--- src/rtl/l1_tlb_refill_ctrl.sv ---
// l1_tlb_refill_ctrl: L1 TLB miss sequencer with PTW handshake, victim choice and valid/PLRU ownership
module l1_tlb_refill_ctrl #(
  parameter int ENTRIES = 8,
  parameter int VPN_W = 27,
  parameter int ASID_W = 7,
  localparam int IW = $clog2(ENTRIES),
  localparam int TW = ASID_W + VPN_W
) (
  input  logic              clk,
  input  logic              reset,
  input  logic              io_req_valid,
  output logic              io_req_ready,
  input  logic [VPN_W-1:0]  io_req_bits_vpn,
  input  logic [ASID_W-1:0] io_ptw_ptbr_asid,
  input  logic              tlb_miss,
  input  logic [ENTRIES-1:0] hits,
  output logic              io_ptw_req_valid,
  input  logic              io_ptw_req_ready,
  output logic [VPN_W-1:0]  io_ptw_req_bits_addr,
  input  logic              io_ptw_resp_valid,
  input  logic              io_ptw_resp_bits_error,
  input  logic              io_ptw_invalidate,
  output logic              refill_wen,
  output logic [IW-1:0]     refill_idx,
  output logic [TW-1:0]     refill_tag,
  output logic [ENTRIES-1:0] valid
);
  typedef enum logic [1:0] {READY, REQUEST, WAIT, WAIT_INV} state_t;
  state_t state;
  logic [ENTRIES-2:0] plru;
  logic [TW-1:0] r_tag;
  logic [IW-1:0] r_idx, victim, hit_idx;
  // Tree node n (root 1) lives at plru[n-1]; a set bit steers the walk right.
  function automatic logic [IW-1:0] tree_leaf(input logic [ENTRIES-2:0] t);
    int n;
    n = 1;
    for (int l = 0; l < IW; l++) n = 2 * n + int'(t[n-1]);
    return IW'(n - ENTRIES);
  endfunction
  function automatic logic [ENTRIES-2:0] touch(input logic [ENTRIES-2:0] t, input logic [IW-1:0] i);
    int n;
    n = 1;
    for (int l = IW - 1; l >= 0; l--) begin
      t[n-1] = ~i[l];
      n = 2 * n + int'(i[l]);
    end
    return t;
  endfunction
  always_comb begin
    victim = tree_leaf(plru);
    for (int k = ENTRIES - 1; k >= 0; k--) if (!valid[k]) victim = IW'(k);
  end
  always_comb begin
    hit_idx = '0;
    for (int k = 0; k < ENTRIES; k++) if (hits[k]) hit_idx = hit_idx | IW'(k);
  end
  assign io_req_ready = state == READY;
  assign io_ptw_req_valid = state == REQUEST;
  assign io_ptw_req_bits_addr = io_ptw_req_valid ? r_tag[VPN_W-1:0] : '0;
  assign refill_wen = state == WAIT && io_ptw_resp_valid && !io_ptw_resp_bits_error && !io_ptw_invalidate;
  assign refill_idx = refill_wen ? r_idx : '0;
  assign refill_tag = refill_wen ? r_tag : '0;
  always_ff @(posedge clk or posedge reset) begin
    if (reset) begin
      state <= READY;
      valid <= '0;
      plru <= '0;
      r_tag <= '0;
      r_idx <= '0;
    end else begin
      case (state)
        READY:
          if (io_req_valid && tlb_miss) begin
            r_tag <= {io_ptw_ptbr_asid, io_req_bits_vpn};
            r_idx <= victim;
            state <= REQUEST;
          end else if (io_req_valid && |hits) plru <= touch(plru, hit_idx);
        REQUEST:
          if (io_ptw_invalidate) state <= READY;
          else if (io_ptw_req_ready) state <= WAIT;
        WAIT:
          if (io_ptw_resp_valid) begin
            state <= READY;
            if (io_ptw_resp_bits_error) valid[r_idx] <= 1'b0;
            else if (!io_ptw_invalidate) begin
              valid[r_idx] <= 1'b1;
              plru <= touch(plru, r_idx);
            end
          end else if (io_ptw_invalidate) state <= WAIT_INV;
        WAIT_INV:
          if (io_ptw_resp_valid) state <= READY;
        default: state <= READY;
      endcase
      if (io_ptw_invalidate) valid <= '0;
    end
  end
endmodule
--- config.mk ---
export PLATFORM = sky130hd
export DESIGN_NAME = l1_tlb_refill_ctrl
export DESIGN_NICKNAME = d
export VERILOG_FILES = /design/src/rtl/l1_tlb_refill_ctrl.sv
export SDC_FILE = /design/constraint.sdc
export NUM_CORES = 1
export LEC_CHECK = 0
export BUFFER_PORTS_ARGS = -buffer_cell sky130_fd_sc_hd__buf_2
export CAP_MARGIN = 20
export CELL_PAD_IN_SITES_DETAIL_PLACEMENT = 1
export CELL_PAD_IN_SITES_GLOBAL_PLACEMENT = 2
export CORE_ASPECT_RATIO = 1.4
export CORE_MARGIN = 8
export CORE_UTILIZATION = 29
export CTS_CLUSTER_DIAMETER = 100
export DETAILED_ROUTE_END_ITERATION = 8
export PLACE_DENSITY_LB_ADDON = 0.1
export SYNTH_ARGS = -nofsm -noshare
export SYNTH_HDL_FRONTEND = slang
export SYNTH_SLANG_ARGS = --single-unit
--- constraint.sdc ---
create_clock -name clk -period 4.2 [get_ports clk]
set_clock_uncertainty 0.2 [all_clocks]
set_input_delay 0.84 -clock clk [delete_from_list [all_inputs] [get_ports clk]]
set_output_delay 0.84 -clock clk [all_outputs]
set_load 0.01 [all_outputs]
# Word level (Yosys, flattened, before mapping)
# Cells that the tools add are included.
[word_totals]
input_bits = 50
ff_bits = 54
[op_classes]
n_eq_ne = 12
muxes = 55
n_addsub = 14
reduce_logical = 21
order_cmp = 12
bitwise_logic = 9
[op_table]
columns = ["op", "count"]
rows = [
  ["3-bit two-way mux", 13],
  ["7-bit two-way mux", 5],
  ["34-bit two-way mux", 1],
  ["8-bit two-way mux", 4],
  ["7-bit bitwise mux", 4],
  ["27-bit two-way mux", 1],
  ["6-bit by 5-bit < comparator with 1-bit output (second input constant)", 3],
  ["5-bit by 1-bit subtractor with 6-bit output (second input constant)", 3],
  ["2-bit two-way mux", 8],
  ["4-bit by 1-bit adder with 5-bit output", 3],
  ["1-bit demux with 3-bit select", 5],
  ["4-bit by 5-bit < comparator with 1-bit output (second input constant)", 3],
  ["7-bit case mux with 2 select lines", 1],
  ["6-bit by 1-bit >= comparator with 1-bit output (second input constant)", 2],
  ["3-bit by 1-bit subtractor with 4-bit output (second input constant)", 3],
  ["1-bit logical AND", 10],
  ["1-bit two-way mux", 10],
  ["2-bit != test (second input constant)", 5],
  ["2-bit by 1-bit adder with 3-bit output (first input constant)", 3],
  ["8-bit bitwise AND", 1],
  ["4-bit by 1-bit >= comparator with 1-bit output (second input constant)", 2],
  ["8-bit NOT", 1],
  ["8-bit bitwise OR", 1],
  ["2-bit case mux with 4 select lines", 1],
  ["18 further kinds", 30],
]

# Logic depth before layout (Yosys ltp)
# Gate-level depths: netlist (run 1).
[depth]
depth_word = 20
ltp_mapped = 8

# Worst setup path before layout (run 1)
# No wires, ideal clock.
[synth_path]
kind = "input to output"
startpoint = "in io_ptw_invalidate"
endpoint = "out refill_tag[10]"
path_slack_ps = 1499
arrival_time_ps = 1661
n_path_buf = 2
cell_stages = 5
required_ps = 3160
path_cell_list = "nor2_1 > and3_1 > buf_2 > clkbuf_1 > and2_1"
[synth_between]
elab_chain_len = 3
[synth_rtl]
columns = ["item", "line_no", "source"]
rows = [
  ["start: declaration", "22", "input logic io_ptw_invalidate,"],
  ["1-bit zero test", "n/a", ""],
  ["1-bit logical AND", "60", "assign refill_wen = state == WAIT && io_ptw_resp_valid && !io_ptw_resp_bits_error && !io_ptw_invalidate;"],
  ["34-bit two-way mux", "62", "assign refill_tag = refill_wen ? r_tag : '0;"],
  ["end: declaration", "25", "output logic [TW-1:0] refill_tag,"],
]
# No other way between the ends.

# Worst setup path after layout (run 1)
[layout_path]
startpoint = "reg state[1]"
endpoint = "out refill_tag[10]"
[layout_between]
elab_chain_len = 5
[layout_rtl]
columns = ["item", "line_no", "source"]
rows = [
  ["start: declaration", "29", "state_t state;"],
  ["start signal: assignment", "65", "state <= READY;"],
  ["start signal: assignment", "76", "state <= REQUEST;"],
  ["start signal: assignment", "79", "if (io_ptw_invalidate) state <= READY;"],
  ["2-bit == test", "60", ""],
  ["1-bit logical AND (3 in series)", "60", ""],
  ["34-bit two-way mux", "62", ""],
]
# No other way between the ends.

==> results.env, run 1 <==
DETAILEDROUTE.FIRSTITERATIONVIOLATIONS=96
WORST-SLEW-PIN-TRANSITION_NS=0.788
WORST_R2R_STARTPOINT='state[1]'
CLKLATENCYLATEPIN_NS=0.29
ANTENNA_FOUND_INITIAL=0
DIE_WIDTH_UM=103
ANTENNA_LEFT=0
SYNTH_ENABLE_FLOP_CELLS=0
GRT_OVERFLOW=0
LAYOUT_SETUP_WS_NS=1.19
SYNTH_WARNINGS=0
NUMBER_OF_GLOBAL_ROUTE_VIAS_BEFORE_REPAIR=3291
CORE_REGION_AREA_UM2=10300
SYNTH.NET_COUNT=428
MET3WIRELENGTH_UM=544
YOSYSUNIQUECELLTYPES=38
PLACE_INST=617
SYNTH_ASYNC_SR_FLOP_SHARE_PCT=100
POWER_FRAC_CLOCK_PCT=24.9
HOLD_CRITICAL_PATH_ENDPOINT='r_tag[33]'
SEQ_AREA_FRAC_SYNTH_PCT=44.1
CRIT_PATH_START='state[1]'
CRITICAL_PATH.ENDPOINT_TYPE='primary output'
DIE-AREA_UM2=14200
PIN_COUNT_OF_THE_BIGGEST_NET_ENTERING_GLOBAL_ROUTING=37
SLEW_HEADROOM_PCT=47.4
TOP_SIGNAL_LAYER_USED='met4'
DRT_MET1_WL_UM=4270
CRITICAL_PATH_REQUIRED_NS=3.16
ROWS=44
RR_ENDPOINT='plru[5]'
CTS_SINKS=54
FINALCRITICALPERIOD_NS=3.01
SETUP.REG_TO_REG.WORST_SLACK_NS=1.81
SYNTH.AREA.TOP_CELLS='dfrtp_1, nand2_1, and2_1'
CRIT_PATH_TOP_DELAY_CELL='dfrtp_1'
VDD_IR_DROP_MAX_mV=0.169
ROUTE.DETAILED.VIAS_PER_INST=4.68
FLOORPLAN.INITIALDENSITY_PCT=29.6
LAYOUT-AREA-OVERHEAD-VS-SYNTH_PCT=30.0
CTS_MAX_PATH_BUFFERS=2
FLOORPLAN.IO_PINS=125
PATH_CLK_SLEW_NS=0.07
FIRST_PASS_ITERS=4
PWR-SHARE-SEQ_PCT=46.0
CAP_VIOL_MAX_COUNT=0
POST-PLACE-WS_NS=1.29
POST-CTS-SETUP-BUFFERS=0
INTPOWER_uW=1120
HPWLAFTERDP_UM=8130
FP.DIEH_UM=138
CELL_AREA_AFTER_PLACEMENT_UM2=3820
HOLD_PATH.STARTPOINT='r_tag[33]'
FINAL-MAX-SLEW-VIOLATION-COUNT=0
FINAL.PERIOD_UTILIZATION_PCT=71.7
WORST_HOLD_SLACK_NS=0.267
DRC=0
ROUTABILITYCONGESTION=0.791
CRIT_TYPE='reg -> out'
YOSYS_MOST_USED_DFF='dfrtp_1'
FINALINSTANCEAREA_UM2=3990
FINISH.NET_COUNT=544
RUN_STATUS='finished, final reports clean'
ROUTE.VIAS.TOTAL=2932
GATE_COUNT_OF_THE_MAPPED_NETLIST=371
POST_ROUTE_CELLS_DRIVE_ABOVE_1_SHARE_PCT=30.3
CP_NUM_BUF_INV=3
CTS_HOLD_REPAIR.BUFFERS=0
P_SW_uW=596
SYN_AVG_CELL_AREA_UM2=8.26
SYNTH.CELL_AREA_UM2=3070
BUFFER_PORTS.INSERTED=124
WIRELENGTH_UM=10600
NETLIST.TOP_CELL.BY_AREA='dfrtp_1'
CHAIN_OF_CELLS_FORMING_THE_CRITICAL_PATH='nor2b_1, buf_4, and3_1, buf_4, and2_1, buf_2'
WORST-ENDPOINT-ARRIVAL_NS=1.97
ANTENNADIODECOUNT=0
SYNTH_TOP_AREA_SHARE_PCT=44.1
SYNTH_SEQ_CELLS=54
CTS_TREE='built'
DRT-WIRELENGTH-PER-CELL_UM=16.9
CRITICAL_PATH.MAX_FANOUT=23
CRITPATHLAUNCHTYPE='flop'
WORST_R2R_PATH_DEPTH=7
TOTAL_LEAKAGE_POWER_uW=0.00217
RSZ0062_AT_GRT='false'
CRITICAL_PATH.MOST_COMMON_CELL='buf_4'
CTS.REPAIR.RESIZED=0
WIRE_LENGTH_OF_THE_FIRST_GLOBAL_ROUTING_PASS_UM=17000
GLOBAL_ROUTE.USAGE.TOTAL_PCT=15.4
DETAILROUTE.WIRELENGTH.MET2_UM=5640
POWERDENSITY_nW_PER_UM2=430
CTS.HTREE.LEVELS=2
FINALHOLDVIOLCOUNT=0
POWER.SHARE.SWITCHING_PCT=34.8
FMAX_MHz=332
SETUP_TNS_NS=0
SETUP_VIOL=0
CLOCK-ROOT-BUFFER='clkbuf_16'
PWR-SHARE-COMB_PCT=29.1
CTS_MADE_BUFFERS=5
INSTANCES_NO_FILL=626
TIMING.HOLD.WORST.CLASS='reg -> reg'
PATH_DELAY_FAMILY='buffers and inverters'
CP_PEAK_STAGE_DELAY_NS=0.54
WHS_PATH_DEPTH=2
-- Yosys cell counts, types with 2 or more instances --
cell type / count
o21ai_1: 2
a32oi_1: 3
nor3_1: 4
nor2_1: 13
nor2b_1: 4
inv_1: 8
a311oi_1: 5
and2_1: 65
a211oi_1: 3
nand2_1: 112
ha_1: 7
dfrtp_1: 54
mux2i_1: 7
clkbuf_1: 20
nand3b_1: 2
a21oi_1: 17
o21ai_0: 9
o31ai_1: 8
nand4_1: 2
nor4_1: 3
nand3_1: 4
buf_2: 2
and3_1: 2
-- area by class of cell --
| cell class | instances | area, um2 |
|---|---|---|
| clock buffers | 7 | 143 |
| clock inverters | 1 | 8.76 |
| fillers | 1331 | 6360 |
| inverters | 8 | 30.0 |
| multi-input cells | 286 | 1600 |
| flip-flops and latches | 54 | 1350 |
| well taps | 138 | 173 |
| repair buffers | 132 | 684 |
-- cell families (layout without fill, tap and decap cells) --
logic type / after synthesis / after routing / synth area share, %
AND/OR/NAND/NOR: 217 / 217 / 34.2
AO/OA/AOI/OAI: 55 / 55 / 12.4
flip-flops: 54 / 54 / 44.1
buffers and inverters: 31 / 148 / 4.12
adder cells (fa/ha/maj): 7 / 7 / 2.86
multiplexers: 7 / 7 / 2.29
-- worst reg2reg max path, stage by stage, from the launching register on --
cell       delay, ns
dfrtp_1         0.50
nor2b_1         0.19
buf_4           0.20
and3_1          0.20
buf_4           0.19
o2bb2ai_2       0.53
o21ai_0         0.19
o31ai_1         0.09
-- metal layers --
layer  vias up  global-route usage (%)
met5         -                       0
met4         0                    3.95
met3         9                    3.95
met2        67                    28.1
met1      1405                    17.1
li1       1451                       -
-- state kept, by name, summed over array words and instances, names as in the netlist --
name / count
plru: 7
state: 2
r_idx: 3
r_tag: 34
valid: 8
-- placed cells by master (no fill, tap or decap), drive strengths merged, types with 3 or more instances in the layout --
| cell | netlist | layout |
|---|---|---|
| mux2i | 7 | 7 |
| nor3 | 4 | 4 |
| a21oi | 17 | 17 |
| nand3 | 4 | 4 |
| nor4 | 3 | 3 |
| dfrtp | 54 | 54 |
| ha | 7 | 7 |
| a311oi | 5 | 5 |
| nor2b | 4 | 4 |
| and2 | 65 | 65 |
| nor2 | 13 | 13 |
| o31ai | 8 | 8 |
| inv | 8 | 9 |
| clkbuf | 20 | 7 |
| o21ai | 12 | 12 |
| a32oi | 3 | 3 |
| a211oi | 3 | 3 |
| nand2 | 112 | 112 |
| buf | 3 | 132 |
-- power groups by stage --
stage | Combinational (uW) | Sequential [uW] | Clock, uW
6_report | 498 | 788 | 426
3_5_place_dp | 509 | 798 | 0
4_1_cts | 511 | 792 | 445
2_1_floorplan | 347 | 743 | 0
5_1_grt | 572 | 813 | 462
3_3_place_gp | 494 | 798 | 0
-- stage by stage --
step	power (uW)	util [%]
after floorplan	1090	-
after global placement	1290	36.9
after detailed placement	1310	36.9
after CTS	1750	38.4
after global routing	1850	38.5
final	1710	38.5
-- how the worst max path moves through the flow --
stage                endpoint  slack [ns]  cells past startpoint
3_3_place_gp   refill_tag[33]        1.32                      6
5_1_grt        refill_tag[20]        1.05                      6
6_report       refill_tag[10]        1.19                      6
4_1_cts        refill_tag[33]        1.16                      6
3_5_place_dp   refill_tag[33]        1.29                      6
2_1_floorplan  refill_tag[10]        1.50                      5
No activity file was read; power rests on OpenSTA's default activity.
==> inputs of run 2 (changes only) <==
--- a/config.mk
+++ b/config.mk
@@ -11,7 +11,7 @@
 export CELL_PAD_IN_SITES_GLOBAL_PLACEMENT = 2
 export CORE_ASPECT_RATIO = 1.4
 export CORE_MARGIN = 8
-export CORE_UTILIZATION = 29
+export CORE_UTILIZATION = 27
 export CTS_CLUSTER_DIAMETER = 100
 export DETAILED_ROUTE_END_ITERATION = 8
 export PLACE_DENSITY_LB_ADDON = 0.1
==> constraint.sdc (replaced) <==
create_clock -name clk -period 2.8 [get_ports clk]
set_clock_uncertainty 0.2 [all_clocks]
set_input_delay 0.56 -clock clk [delete_from_list [all_inputs] [get_ports clk]]
set_output_delay 0.56 -clock clk [all_outputs]
set_load 0.01 [all_outputs]
==> results.env, run 2 (same netlist as run 1, synthesis figures left out) <==
RUN_STATUS='finished, final reports clean'
FINALCRITICALPERIOD_NS=2.55
TOTAL_LEAKAGE_POWER_uW=0.00221
CTS.REPAIR.RESIZED=0
FMAX_MHz=393
P_SW_uW=896
POWERDENSITY_nW_PER_UM2=678
PWR-SHARE-COMB_PCT=27.5
PATH_CLK_SLEW_NS=0.07
PLACE_INST=626
GLOBAL_ROUTE.USAGE.TOTAL_PCT=14.1
FINISH.NET_COUNT=546
WORST-ENDPOINT-ARRIVAL_NS=1.79
CTS_MAX_PATH_BUFFERS=2
POWER.SHARE.SWITCHING_PCT=32.4
POST_ROUTE_CELLS_DRIVE_ABOVE_1_SHARE_PCT=30.8
ANTENNA_FOUND_INITIAL=1
PWR-SHARE-SEQ_PCT=42.6
DETAILEDROUTE.FIRSTITERATIONVIOLATIONS=67
CTS_TREE='built'
ROUTE.VIAS.TOTAL=2950
DIE-AREA_UM2=15100
INTPOWER_uW=1870
FIRST_PASS_ITERS=4
PATH_DELAY_FAMILY='simple AND/OR/NAND/NOR gates'
COMMONEST_CELLS_AFTER_ROUTING_FILL_AND_TAPS_ASIDE='buf_2, nand2_1, and2_1'
SETUP_TNS_NS=0
ROWS=46
CRITPATHLAUNCHTYPE='flop'
CTS.HTREE.LEVELS=2
NUMBER_OF_GLOBAL_ROUTE_VIAS_BEFORE_REPAIR=3267
CORE_REGION_AREA_UM2=11200
CLOCK-ROOT-BUFFER='clkbuf_16'
GRT_OVERFLOW=0
POST-CTS-SETUP-BUFFERS=0
CP_PEAK_STAGE_DELAY_NS=0.51
WIRE_LENGTH_OF_THE_FIRST_GLOBAL_ROUTING_PASS_UM=17100
FINAL_COMMON_CELL='buf_2'
CP_NUM_BUF_INV=2
VDD_IR_DROP_MAX_mV=0.244
CLKLATENCYLATEPIN_NS=0.29
FINALHOLDVIOLCOUNT=0
CTS_MADE_BUFFERS=5
POWER_FRAC_CLOCK_PCT=29.9
LAYOUT-AREA-OVERHEAD-VS-SYNTH_PCT=33.1
INSTANCES_NO_FILL=635
HPWLAFTERDP_UM=8100
FINAL.PERIOD_UTILIZATION_PCT=90.9
DRC=0
LARGEST-REGISTER='r_tag'
DRT-WIRELENGTH-PER-CELL_UM=16.3
CRITICAL_PATH.MAX_FANOUT=31
POST-PLACE-WS_NS=0.290
PIN_COUNT_OF_THE_BIGGEST_NET_ENTERING_GLOBAL_ROUTING=43
SLEW_HEADROOM_PCT=60.1
CHAIN_OF_CELLS_FORMING_THE_CRITICAL_PATH='nor2b_1, and3_1, buf_4, and2_1, buf_2'
SETUP_VIOL=0
WORST_HOLD_SLACK_NS=0.0197
WORST-SLEW-PIN-TRANSITION_NS=0.593
LAYOUT_SETUP_WS_NS=0.255
BUFFER_PORTS.INSERTED=124
CTS_HOLD_REPAIR.BUFFERS=0
MAX_REG_FLOPS=34
DIE_WIDTH_UM=106
FINAL-MAX-SLEW-VIOLATION-COUNT=0
CRIT_TYPE='reg -> out'
CAP_VIOL_MAX_COUNT=0
CRIT_PATH_TOP_DELAY_CELL='dfrtp_1'
SETUP.REG_TO_REG.WORST_SLACK_NS=0.71
TIMING.HOLD.WORST.CLASS='in -> async'
LARGESTREGISTERS='r_tag (34), valid (8), plru (7)'
TOTAL_POWER_uW=2770
ANTENNA_LEFT=0
CTS_SINKS=54
WIRELENGTH_UM=10300
CRITICAL_PATH.ENDPOINT_TYPE='primary output'
FLOORPLAN.INITIALDENSITY_PCT=27.3
FP.DIEH_UM=142
ROUTE.DETAILED.VIAS_PER_INST=4.65
FLOORPLAN.IO_PINS=125
CRITICAL_PATH_REQUIRED_NS=2.04
ROUTABILITYCONGESTION=0.773
RSZ0062_AT_GRT='false'
==> run 2: cell count changes in the layout (fill, tap and decap cells not counted) <==
cell,previous run,this run
inv_6,1,0
buf_6,1,0
buf_12,0,2
clkbuf_1,1,0
diode_2,0,1
bufinv_16,0,2
buf_4,7,8
==> run 2: worst paths after layout <==
path / start / to / cells after the start
worst max-delay path: state[1] / refill_tag[24] / 5
worst min-delay path: reset / r_tag[18] / 2
worst max register to register: state[1] / plru[4] / 6
worst min register to register: r_tag[32] / r_tag[32] / 2
max in group asynchronous: reset / plru[3] / 3
min in group clk: io_req_bits_vpn[26] / r_tag[26] / 3
==> run 2: worst register-to-register path, cell delays in order, from the launching register on <==
cell	delay (ns)
dfrtp_1	0.48
nor2b_1	0.19
and3_1	0.19
buf_4	0.17
o2bb2ai_2	0.48
o21ai_0	0.20
o31ai_1	0.09
==> run 2: power groups by stage <==
stage                     Clock, uW  Combinational, uW  Sequential (uW)
after floorplan                   0                520             1110
after detailed placement          0                785             1190
after CTS                       857                784             1190
after global routing            877                873             1220
after global placement            0                760             1190
final                           826                761             1180
==> run 2: stage by stage <==
stage	instance area (um2)	utilization [%]
2_1_floorplan	3070	-
3_3_place_gp	3880	34.5
3_5_place_dp	3880	34.5
4_1_cts	4080	36.3
5_1_grt	4080	36.3
6_report	4080	36.3
==> run 2: final cells by class <==
| type | instances | area [um2] |
|---|---|---|
| antenna | 1 | 2.50 |
| clock buffer | 6 | 139 |
| clock inverter | 2 | 60.1 |
| fill | 1407 | 7140 |
| inverter | 8 | 30.0 |
| multi-input combinational | 286 | 1600 |
| sequential | 54 | 1350 |
| tap | 144 | 180 |
| timing repair buffer | 134 | 721 |
==> run 2: layer usage <==
metal | GRT usage, % | share of wire [%] | vias to the layer above
met1 | 15.5 | 41 | 1414
met3 | 4.17 | 5.7 | 10
li1 | - | - | 1456
met2 | 25.7 | 52 | 68
met5 | 0 | 0.077 | -
met4 | 3.72 | 1.2 | 2
==> inputs of run 3 (changes only) <==
--- a/config.mk
+++ b/config.mk
@@ -11,10 +11,12 @@
 export CELL_PAD_IN_SITES_GLOBAL_PLACEMENT = 2
 export CORE_ASPECT_RATIO = 1.4
 export CORE_MARGIN = 8
-export CORE_UTILIZATION = 27
+export CORE_UTILIZATION = 29
 export CTS_CLUSTER_DIAMETER = 100
 export DETAILED_ROUTE_END_ITERATION = 8
+export HOLD_SLACK_MARGIN = 0.02
 export PLACE_DENSITY_LB_ADDON = 0.1
+export SETUP_SLACK_MARGIN = 0.2
 export SYNTH_ARGS = -nofsm -noshare
 export SYNTH_HDL_FRONTEND = slang
 export SYNTH_SLANG_ARGS = --single-unit
==> constraint.sdc (replaced) <==
create_clock -name clk -period 3.08 [get_ports clk]
set_clock_uncertainty 0.2 [all_clocks]
set_input_delay 0.616 -clock clk [delete_from_list [all_inputs] [get_ports clk]]
set_output_delay 0.616 -clock clk [all_outputs]
set_load 0.01 [all_outputs]
==> results.env, run 3 (same netlist as run 1, synthesis figures left out) <==
VDD_IR_DROP_MAX_mV=0.210
WORST-ENDPOINT-ARRIVAL_NS=1.80
CRIT_PATH_TOP_DELAY_CELL='dfrtp_1'
CTS.HTREE.LEVELS=2
FINAL_COMMON_CELL='buf_2'
DIE-AREA_UM2=14200
WORST-SLEW-PIN-TRANSITION_NS=0.625
FINALINSTANCEAREA_UM2=4000
RUN_STATUS='finished, final reports clean'
MAX_REG_FLOPS=34
FINAL.PERIOD_UTILIZATION_PCT=84.8
SLEW_HEADROOM_PCT=58.0
DRT-WIRELENGTH-PER-CELL_UM=17.0
SETUP.REG_TO_REG.WORST_SLACK_NS=0.71
ROUTABILITYCONGESTION=0.779
CTS.REPAIR.RESIZED=0
FP.DIEH_UM=138
CRITICAL_PATH_REQUIRED_NS=2.26
PLACE_INST=617
CLKLATENCYLATEPIN_NS=0.29
BUFFER_PORTS.INSERTED=124
DRC=0
CRITICAL_PATH.MAX_FANOUT=36
FINISH.NET_COUNT=543
FINALCRITICALPERIOD_NS=2.61
FMAX_MHz=383
CTS_MADE_BUFFERS=5
WORST_R2R_STARTPOINT='plru[0]'
CAP_VIOL_MAX_COUNT=0
POST_ROUTE_CELLS_DRIVE_ABOVE_1_SHARE_PCT=30.2
WIRE_LENGTH_OF_THE_FIRST_GLOBAL_ROUTING_PASS_UM=17600
POST-CTS-SETUP-BUFFERS=0
HPWLAFTERDP_UM=8150
SETUP_VIOL=0
CRITPATHLAUNCHTYPE='flop'
FINAL-MAX-SLEW-VIOLATION-COUNT=0
CP_PEAK_STAGE_DELAY_NS=0.53
TIMING.HOLD.WORST.CLASS='in -> async'
TOTAL_LEAKAGE_POWER_uW=0.00217
FLOORPLAN.IO_PINS=125
CTS_TREE='built'
ANTENNADIODECOUNT=0
GRT_OVERFLOW=0
RSZ0062_AT_GRT='false'
CTS_MAX_PATH_BUFFERS=2
WORST_R2R_PATH_DEPTH=7
TOTAL_POWER_uW=2320
CRITICAL_PATH.ENDPOINT_TYPE='primary output'
CLOCK-ROOT-BUFFER='clkbuf_16'
FIRST_PASS_ITERS=4
ANTENNA_FOUND_INITIAL=0
FLOORPLAN.INITIALDENSITY_PCT=29.6
LAYOUT-AREA-OVERHEAD-VS-SYNTH_PCT=30.3
CTS_HOLD_REPAIR.BUFFERS=0
CELL_AREA_AFTER_PLACEMENT_UM2=3860
ROUTE.DETAILED.VIAS_PER_INST=4.71
CRIT_TYPE='reg -> out'
ROWS=44
CHAIN_OF_CELLS_FORMING_THE_CRITICAL_PATH='nor2b_1, and3_1, buf_12, and2_1, buf_2'
SETUP_TNS_NS=0
GLOBAL_ROUTE.USAGE.TOTAL_PCT=16.0
POST-PLACE-WS_NS=0.510
CRIT_PATH_START='state[1]'
DETAILEDROUTE.FIRSTITERATIONVIOLATIONS=91
FILLCELLCOUNT=1330
CTS_SINKS=54
WIRELENGTH_UM=10600
LARGEST-REGISTER='r_tag'
CORE_REGION_AREA_UM2=10300
PATH_CLK_SLEW_NS=0.07
NUMBER_OF_GLOBAL_ROUTE_VIAS_BEFORE_REPAIR=3378
ROUTE.VIAS.TOTAL=2941
PIN_COUNT_OF_THE_BIGGEST_NET_ENTERING_GLOBAL_ROUTING=42
DIE_WIDTH_UM=103
FINALHOLDVIOLCOUNT=0
POWERDENSITY_nW_PER_UM2=580
ANTENNA_LEFT=0
LAYOUT_SETUP_WS_NS=0.467
COMMONEST_CELLS_AFTER_ROUTING_FILL_AND_TAPS_ASIDE='buf_2, nand2_1, and2_1'
INSTANCES_NO_FILL=624
LARGESTREGISTERS='r_tag (34), valid (8), plru (7)'
==> run 3: changes by cell type in the layout (fill, tap and decap cells not counted) <==
| cell | before | now |
|---|---|---|
| buf_4 | 8 | 4 |
| bufinv_16 | 2 | 0 |
| clkinv_2 | 0 | 2 |
| buf_12 | 2 | 3 |
| clkbuf_8 | 1 | 0 |
| diode_2 | 1 | 0 |
==> run 3: power breakdown <==
part           total [uW]  leakage (uW)  internal (uW)  switching [uW]
clock network         544     0.0000694            295             250
logic                 696       0.00140            294             402
registers            1080      0.000696            914             162
total                2320       0.00217           1500             814
==> run 3: through the flow <==
step	util, %	hold slack (ns)
3_5_place_dp	37.3	0.259
3_3_place_gp	37.3	0.258
2_1_floorplan	-	0.237
6_report	38.6	0.195
5_1_grt	38.6	0.251
4_1_cts	38.6	0.220
==> run 3: worst paths after layout <==
check | endpoint
setup / recovery | refill_tag[13]
hold / removal | r_tag[28]
setup reg to reg | r_idx[0]
hold reg to reg | r_tag[32]
max in group asynchronous | r_tag[26]
min in group clk | r_tag[32]
==> run 3: layer usage <==
layer / vias up / global-route usage [%] / wire length [um]
li1: 1447 / - / -
met1: 1409 / 17.2 / 4120
met2: 71 / 29.1 / 5650
met3: 14 / 4.30 / 593
met4: 0 / 5.49 / 253
met5: - / 0 / 0
==> run 3: final cells by class <==
type | count | area, um2 | share of cell area, %
Clock buffer | 5 | 125 | 3.13
Clock inverter | 2 | 10.0 | 0.251
Multi-Input combinational cell | 286 | 1600 | 39.9
Inverter | 8 | 30.0 | 0.752
Timing Repair Buffer | 131 | 711 | 17.8
Tap cell | 138 | 173 | 4.32
Sequential cell | 54 | 1350 | 33.8
==> run 3: worst max-delay path, delay by kind of cell, from the launching register on <==
family | cells | cell delay, ns
AND/OR/NAND/NOR | 3 | 0.64
flip-flops | 1 | 0.53
buffers and inverters | 2 | 0.34
